File: src/rtl/pipe_stage_reg_if.sv
// Handshake, control and status bundle for one elastic pipeline stage register.
// master drives the stage (upstream/downstream/control side); slave is the stage itself.
interface pipe_stage_reg_if #(
    parameter int unsigned WIDTH = 32,
    parameter int unsigned CNT_W = 16
);
    logic             IN_VALID;
    logic             IN_READY;
    logic [WIDTH-1:0] IN_DATA;
    logic             OUT_VALID;
    logic             OUT_READY;
    logic [WIDTH-1:0] OUT_DATA;
    logic             HOLD;
    logic             FLUSH;
    logic [1:0]       COUNT;
    logic [CNT_W-1:0] STALL_CNT;
    logic             STALL_CLR;

    modport master (
        output IN_VALID, IN_DATA, OUT_READY, HOLD, FLUSH, STALL_CLR,
        input  IN_READY, OUT_VALID, OUT_DATA, COUNT, STALL_CNT
    );

    modport slave (
        input  IN_VALID, IN_DATA, OUT_READY, HOLD, FLUSH, STALL_CLR,
        output IN_READY, OUT_VALID, OUT_DATA, COUNT, STALL_CNT
    );
endinterface

File: src/rtl/pipe_stage_reg.sv
// Elastic pipeline stage register: valid/ready handshake, hold, flush, bubble output,
// optional 2-entry skid buffer and a saturating stall-cycle counter.
module pipe_stage_reg #(
    parameter int unsigned WIDTH  = 32,
    parameter bit          SKID   = 1'b1,
    parameter logic [31:0] BUBBLE = 32'h0000_0013,
    parameter int unsigned CNT_W  = 16
) (
    input  logic             CLK,
    input  logic             RESET,
    pipe_stage_reg_if.slave  stage
);
    localparam logic [WIDTH-1:0] BUB     = WIDTH'(BUBBLE);
    localparam logic [CNT_W-1:0] CNT_MAX = '1;

    typedef enum logic [1:0] {
        EMPTY = 2'd0,
        ONE   = 2'd1,
        TWO   = 2'd2
    } state_e;

    state_e           state_q;
    logic [WIDTH-1:0] m_data_q;
    logic [WIDTH-1:0] s_data_q;
    logic [CNT_W-1:0] stall_q;
    logic [CNT_W-1:0] stall_d;

    logic m_v;
    logic s_v;
    logic in_ready;
    logic out_valid;
    logic push;
    logic pop;
    logic stall_inc;

    assign m_v = (state_q != EMPTY);
    assign s_v = (state_q == TWO);

    always_comb begin
        // Reset gates ready combinationally so nothing is accepted while RESET is low.
        if (SKID) begin
            in_ready = RESET & ~s_v & ~stage.HOLD & ~stage.FLUSH;
        end else begin
            in_ready = RESET & (~m_v | stage.OUT_READY) & ~stage.HOLD & ~stage.FLUSH;
        end
        out_valid = m_v & ~stage.HOLD & ~stage.FLUSH;
        push      = stage.IN_VALID & in_ready;
        pop       = out_valid & stage.OUT_READY;
        stall_inc = m_v & (stage.HOLD | ~stage.OUT_READY) & ~stage.FLUSH;
    end

    always_comb begin
        stall_d = stall_q;
        if (stage.STALL_CLR) begin
            stall_d = '0;
        end else if (stall_inc && (stall_q != CNT_MAX)) begin
            stall_d = stall_q + 1'b1;
        end
    end

    always_ff @(posedge CLK or negedge RESET) begin
        if (!RESET) begin
            state_q  <= EMPTY;
            m_data_q <= BUB;
            s_data_q <= BUB;
            stall_q  <= '0;
        end else begin
            stall_q <= stall_d;
            if (stage.FLUSH) begin
                state_q  <= EMPTY;
                m_data_q <= BUB;
                s_data_q <= BUB;
            end else begin
                case (state_q)
                    EMPTY: begin
                        if (push) begin
                            state_q  <= ONE;
                            m_data_q <= stage.IN_DATA;
                        end
                    end
                    ONE: begin
                        if (push && pop) begin
                            m_data_q <= stage.IN_DATA;
                        end else if (push) begin
                            // Only reachable with the skid entry: without it, push in ONE implies pop.
                            state_q  <= TWO;
                            s_data_q <= stage.IN_DATA;
                        end else if (pop) begin
                            state_q <= EMPTY;
                        end
                    end
                    TWO: begin
                        if (pop) begin
                            state_q  <= ONE;
                            m_data_q <= s_data_q;
                            s_data_q <= BUB;
                        end
                    end
                    default: begin
                        state_q <= EMPTY;
                    end
                endcase
            end
        end
    end

    assign stage.IN_READY  = in_ready;
    assign stage.OUT_VALID = out_valid;
    assign stage.OUT_DATA  = m_v ? m_data_q : BUB;
    assign stage.COUNT     = state_q;
    assign stage.STALL_CNT = stall_q;

endmodule

File: src/flat_wrapper.sv
// flat-port wrapper written by rule: the top's interface ports become plain ports
module pipe_stage_reg_flat 
#(
    parameter int unsigned WIDTH  = 32,
    parameter bit          SKID   = 1'b1,
    parameter logic [31:0] BUBBLE = 32'h0000_0013,
    parameter int unsigned CNT_W  = 16
)
  (CLK, RESET, stage_IN_VALID, stage_IN_DATA, stage_OUT_READY, stage_HOLD, stage_FLUSH, stage_STALL_CLR, stage_IN_READY, stage_OUT_VALID, stage_OUT_DATA, stage_COUNT, stage_STALL_CNT);
  pipe_stage_reg_if #(.WIDTH(WIDTH), .CNT_W(CNT_W)) stage_i ();
  input  logic CLK;
  input  logic RESET;
  input wire logic [$bits(stage_i.IN_VALID)-1:0] stage_IN_VALID;
  input wire logic [$bits(stage_i.IN_DATA)-1:0] stage_IN_DATA;
  input wire logic [$bits(stage_i.OUT_READY)-1:0] stage_OUT_READY;
  input wire logic [$bits(stage_i.HOLD)-1:0] stage_HOLD;
  input wire logic [$bits(stage_i.FLUSH)-1:0] stage_FLUSH;
  input wire logic [$bits(stage_i.STALL_CLR)-1:0] stage_STALL_CLR;
  output wire logic [$bits(stage_i.IN_READY)-1:0] stage_IN_READY;
  output wire logic [$bits(stage_i.OUT_VALID)-1:0] stage_OUT_VALID;
  output wire logic [$bits(stage_i.OUT_DATA)-1:0] stage_OUT_DATA;
  output wire logic [$bits(stage_i.COUNT)-1:0] stage_COUNT;
  output wire logic [$bits(stage_i.STALL_CNT)-1:0] stage_STALL_CNT;
  assign stage_i.IN_VALID = stage_IN_VALID;
  assign stage_i.IN_DATA = stage_IN_DATA;
  assign stage_i.OUT_READY = stage_OUT_READY;
  assign stage_i.HOLD = stage_HOLD;
  assign stage_i.FLUSH = stage_FLUSH;
  assign stage_i.STALL_CLR = stage_STALL_CLR;
  assign stage_IN_READY = stage_i.IN_READY;
  assign stage_OUT_VALID = stage_i.OUT_VALID;
  assign stage_OUT_DATA = stage_i.OUT_DATA;
  assign stage_COUNT = stage_i.COUNT;
  assign stage_STALL_CNT = stage_i.STALL_CNT;
  pipe_stage_reg #(.WIDTH(WIDTH), .SKID(SKID), .BUBBLE(BUBBLE), .CNT_W(CNT_W)) u_core (.CLK(CLK), .RESET(RESET), .stage(stage_i));
endmodule
File: config.mk
export PLATFORM = sky130hd
export DESIGN_NAME = pipe_stage_reg_flat
export DESIGN_NICKNAME = d
export VERILOG_FILES = /design/src/rtl/pipe_stage_reg_if.sv /design/src/rtl/pipe_stage_reg.sv /design/src/flat_wrapper.sv
export SDC_FILE = /design/constraint.sdc
export NUM_CORES = 1
export LEC_CHECK = 0
export BUFFER_PORTS_ARGS = -buffer_cell sky130_fd_sc_hd__buf_2
export CAP_MARGIN = 15
export CORE_ASPECT_RATIO = 2
export CORE_MARGIN = 5
export CORE_UTILIZATION = 45
export CTS_CLUSTER_DIAMETER = 100
export DETAILED_ROUTE_END_ITERATION = 7
export GPL_TIMING_DRIVEN = 0
export PLACE_DENSITY = 0.75
export SKIP_CTS_REPAIR_TIMING = 1
export SLEW_MARGIN = 20
export SYNTH_ARGS = -nofsm -noshare
export SYNTH_HDL_FRONTEND = slang
export SYNTH_SLANG_ARGS = --single-unit
export TNS_END_PERCENT = 20
File: constraint.sdc
create_clock -name CLK -period 3.2 [get_ports CLK]
set_input_delay 0.16 -clock CLK [delete_from_list [all_inputs] [get_ports CLK]]
set_output_delay 0.16 -clock CLK [all_outputs]
set_load 0.005 [all_outputs]
==> flow_summary_export.csv <==
group,metric,value,unit
synth,synth_enable_flop_cells,0,
die,fp-row-count,49,
worst_hold_path,worstHoldPathType,"input port to register",
run,drv_cap,0,
status,outcome,"finished clean",
sta,hold_ws,0.06922,ns
sta,setup_viol,0,
cts,worst_skew_pair.late_latency,0.34,ns
power_and_ir_drop,internal-power,1.864,mW
die,dieWidth,77.41,um
sta,worst_pin_slew,0.6160,ns
synth,synth_cells,449,
sta,relSlewSlack,0.5893,
synth,ys_ff_latch,82,
sta,hold_viol,0,
global_routing,grt_max_degree,50,
critical_path,path_max_fanout,49,
synth,yosysWarnings,0,
sta,setup_tns,0,ns
power_and_ir_drop,peakVddDrop,0.0003011,V
cts,clkSinkCount,82,
critical_path,cp_slowest_cell,"dlygate4sd3_1",
cts,clk_pin_slew,0.06,ns
critical_path,start_kind,"input port",
sta,skew,0.005918,ns
power_and_ir_drop,total_power,2.444,mW
power_and_ir_drop,seqPwrFrac,0.449,
critical_path,path_buf_inv,4,
sta,finalCritPeriodShare,0.7044,
finish,antenna_cells,0,
placement,portBuffers,90,
critical_path,path_cells,"dlygate4sd3_1 > buf_4 > nand4bb_1 > or4b_1 > buf_2 > clkbuf_1 > o21ai_0",
detailed_routing,wire_per_inst,16.72,um
critical_path,crit_path_start,"RESET",
synth,ys.flop_type,"dfrtp_1",
placement,post-dp-hpwl,8.266,mm
cts,cts_buffer_depth,2,
critical_path,crit_family,"buffers and inverters",
synth,synthDistinctLibCells,47,
critical_path,cpPeakStageDelay,0.52,ns
detailed_routing,drt-total-wl,11.02,mm
synth,ys_seq_area_frac,0.5037,
synth,syn_area_per_cell,9.107,sq um
die,ios,91,
cts,root_buffer,"clkbuf_16",
detailed_routing,vias,3713,
placement,gp_congestion,0.8845,
cts,htreeDepth,3,
power_and_ir_drop,p_per_area,486.1,nW/um^2
global_routing,grt_overflow,0,
finish,syn_to_final_growth,22.98,%
cts,cts_made_buffers,9,
detailed_routing,via_per_inst,5.634,
sta,grt_setup_unrepaired,"no",
detailed_routing,dr.pass1.iters,5,
synth,mappedNetlistNets,489,
power_and_ir_drop,sw_frac_of_total,0.2373,
detailed_routing,drc,0,
worst_hold_path,min_from,"stage_IN_DATA[15]",
sta,maxSlewViolCount,0,
die,start_util,0.4568,
cts,tritoncts,"yes",
sta,timing.fmax,443.7,MHz
sta,fin_crit,2.254,ns
critical_path,crit_required,3.46,ns
power_and_ir_drop,clkPwrFrac,0.463,
synth,async_flop_share,1.000,
die,dieArea,11210,sq um
global_routing,grt_pass1_wl,17.94,mm
finish,nNetsFinal,592,
global_routing,grt.total_usage,0.1983,
critical_path,worst_setup_path_end_kind,"register",
detailed_routing,drtIter0Drc,272,
detailed_routing,antenna_left,0,
power_and_ir_drop,switchingPower,0.5800,mW
power_and_ir_drop,p_leak,2.264,nW
synth,syn-cell-area,4089,sq um
global_routing,antenna_found_initial,0,
global_routing,grt_pass1_vias,3732,
critical_path,cp.arrival,2.51,ns
power_and_ir_drop,combPwrFrac,0.088,
finish,fill_cells,839,
critical_path,reg2reg_from,"u_core.stage.STALL_CNT[0]$_DFFE_PN0P_",
die,core_area,8951,sq um
finish,drive_gt1_frac,0.2531,
die,dieHeight,144.8,um
critical_path,path_class,"input port to register",
-- final timing paths --
check	cells past startpoint	end	slack [ns]
max in group asynchronous	3	u_core.m_data_q[1]$_DFFE_PN1P_	2.13
setup / recovery	7	u_core.s_data_q[8]$_DFFE_PN0P_	0.95
hold reg to reg	2	u_core.m_data_q[27]$_DFFE_PN0P_	0.47
min in group asynchronous	2	u_core.stage.STALL_CNT[3]$_DFFE_PN0P_	0.38
hold / removal	3	u_core.s_data_q[15]$_DFFE_PN0P_	0.07
setup reg to reg	6	u_core.stage.STALL_CNT[10]$_DFFE_PN0P_	1.06
-- final cells by class --
cell class,instances,area [sq um],share of cell area
clock buffer,10,239.0,0.04752
inverter,4,15.01,0.002986
timing repair buffer,92,483.0,0.09604
tap,102,127.6,0.02538
sequential,82,2059,0.4096
multi-input combinational,328,1859,0.3697
buffer,35,155.1,0.03085
clock inverter,6,90.09,0.01791
-- flip-flops by register name, indices dropped and copies added (netlist names) --
register	cells
u_core.stage.COUNT	2
u_core.s_data_q	32
u_core.m_data_q	32
u_core.stage.STALL_CNT	16
-- metal layers --
layer / vias up / GRT usage / routed length, um
met2: 120 / 0.3604 / 5930
met3: 22 / 0.03903 / 566
li1: 1802 / - / -
met1: 1769 / 0.2212 / 4258
met5: - / 0 / 0
met4: 0 / 0.08877 / 266
-- synth_stat cells, types with 2 or more instances --
cell type | count | area share
nand2_1 | 69 | 0.063
or2b_1 | 2 | 0.0037
a21oi_1 | 11 | 0.013
inv_1 | 4 | 0.0037
o22ai_1 | 3 | 0.0046
nand4_1 | 4 | 0.0061
dfstp_2 | 6 | 0.039
and4_1 | 2 | 0.0043
or2_2 | 3 | 0.0046
mux2_2 | 6 | 0.017
o31ai_1 | 5 | 0.0092
nor2b_1 | 37 | 0.057
nor2_1 | 12 | 0.011
nand3_1 | 34 | 0.042
o21ai_1 | 2 | 0.0024
nor3_1 | 7 | 0.0086
nand2b_1 | 2 | 0.0031
clkbuf_1 | 20 | 0.018
nor4_1 | 8 | 0.012
dfrtp_1 | 76 | 0.47
o21ai_0 | 63 | 0.077
a22oi_1 | 29 | 0.053
a31oi_1 | 3 | 0.0046
or4_1 | 6 | 0.011
buf_2 | 13 | 0.016
-- cells by family (layout without fill, tap and decap cells) --
| family | after synthesis | in the layout | share of synthesized area |
|---|---|---|---|
| and+or+nand+nor | 199 | 199 | 0.2531 |
| muxes | 7 | 7 | 0.01928 |
| DFF | 82 | 82 | 0.5037 |
| xor gates and xnor gates | 1 | 1 | 0.002142 |
| AOI/OAI and AO/OA | 120 | 120 | 0.1772 |
| adders and majority gates | 1 | 1 | 0.003059 |
| buffers and inverters | 39 | 147 | 0.04161 |
-- power groups by stage --
stage	Combinational [mW]	Clock, mW	Sequential, mW
6_report	0.215	1.13	1.10
5_1_grt	0.241	1.20	1.10
3_5_place_dp	0.215	0	1.12
2_1_floorplan	0.113	0	1.11
4_1_cts	0.216	1.14	1.10
3_3_place_gp	0.206	0	1.11
-- worst register-to-register path, cell delays in order, from the launching register on --
cell and delay [ns]:
dfrtp_1 0.42, ha_1 0.22, nand3_1 0.19, or2_1 0.26, buf_1 0.17, nor4_1 0.38, mux2_2 0.38
-- cells in the final DEF (no fill, tap or decap), types with 6 or more instances in the layout --
cell type	netlist	routed
buf_2	13	102
dfrtp_1	76	76
nand2_1	69	69
o21ai_0	63	63
nor2b_1	37	37
nand3_1	34	34
a22oi_1	29	29
clkbuf_1	20	20
nor2_1	12	12
a21oi_1	11	11
clkbuf_16	0	9
nor4_1	8	8
nor3_1	7	7
or4_1	6	6
mux2_2	6	6
dfstp_2	6	6
-- per-stage QoR --
step	area [sq um]	util	std cells	setup slack [ns]
6_report	5029	0.5618	659	0.9461
5_1_grt	5029	0.5618	659	0.6915
4_1_cts	5019	0.5607	658	1.100
3_5_place_dp	4690	0.5239	642	1.099
3_3_place_gp	4667	0.5214	641	0.2078
2_1_floorplan	4089	-	449	1.393
Power figures use the tool's default switching activity.
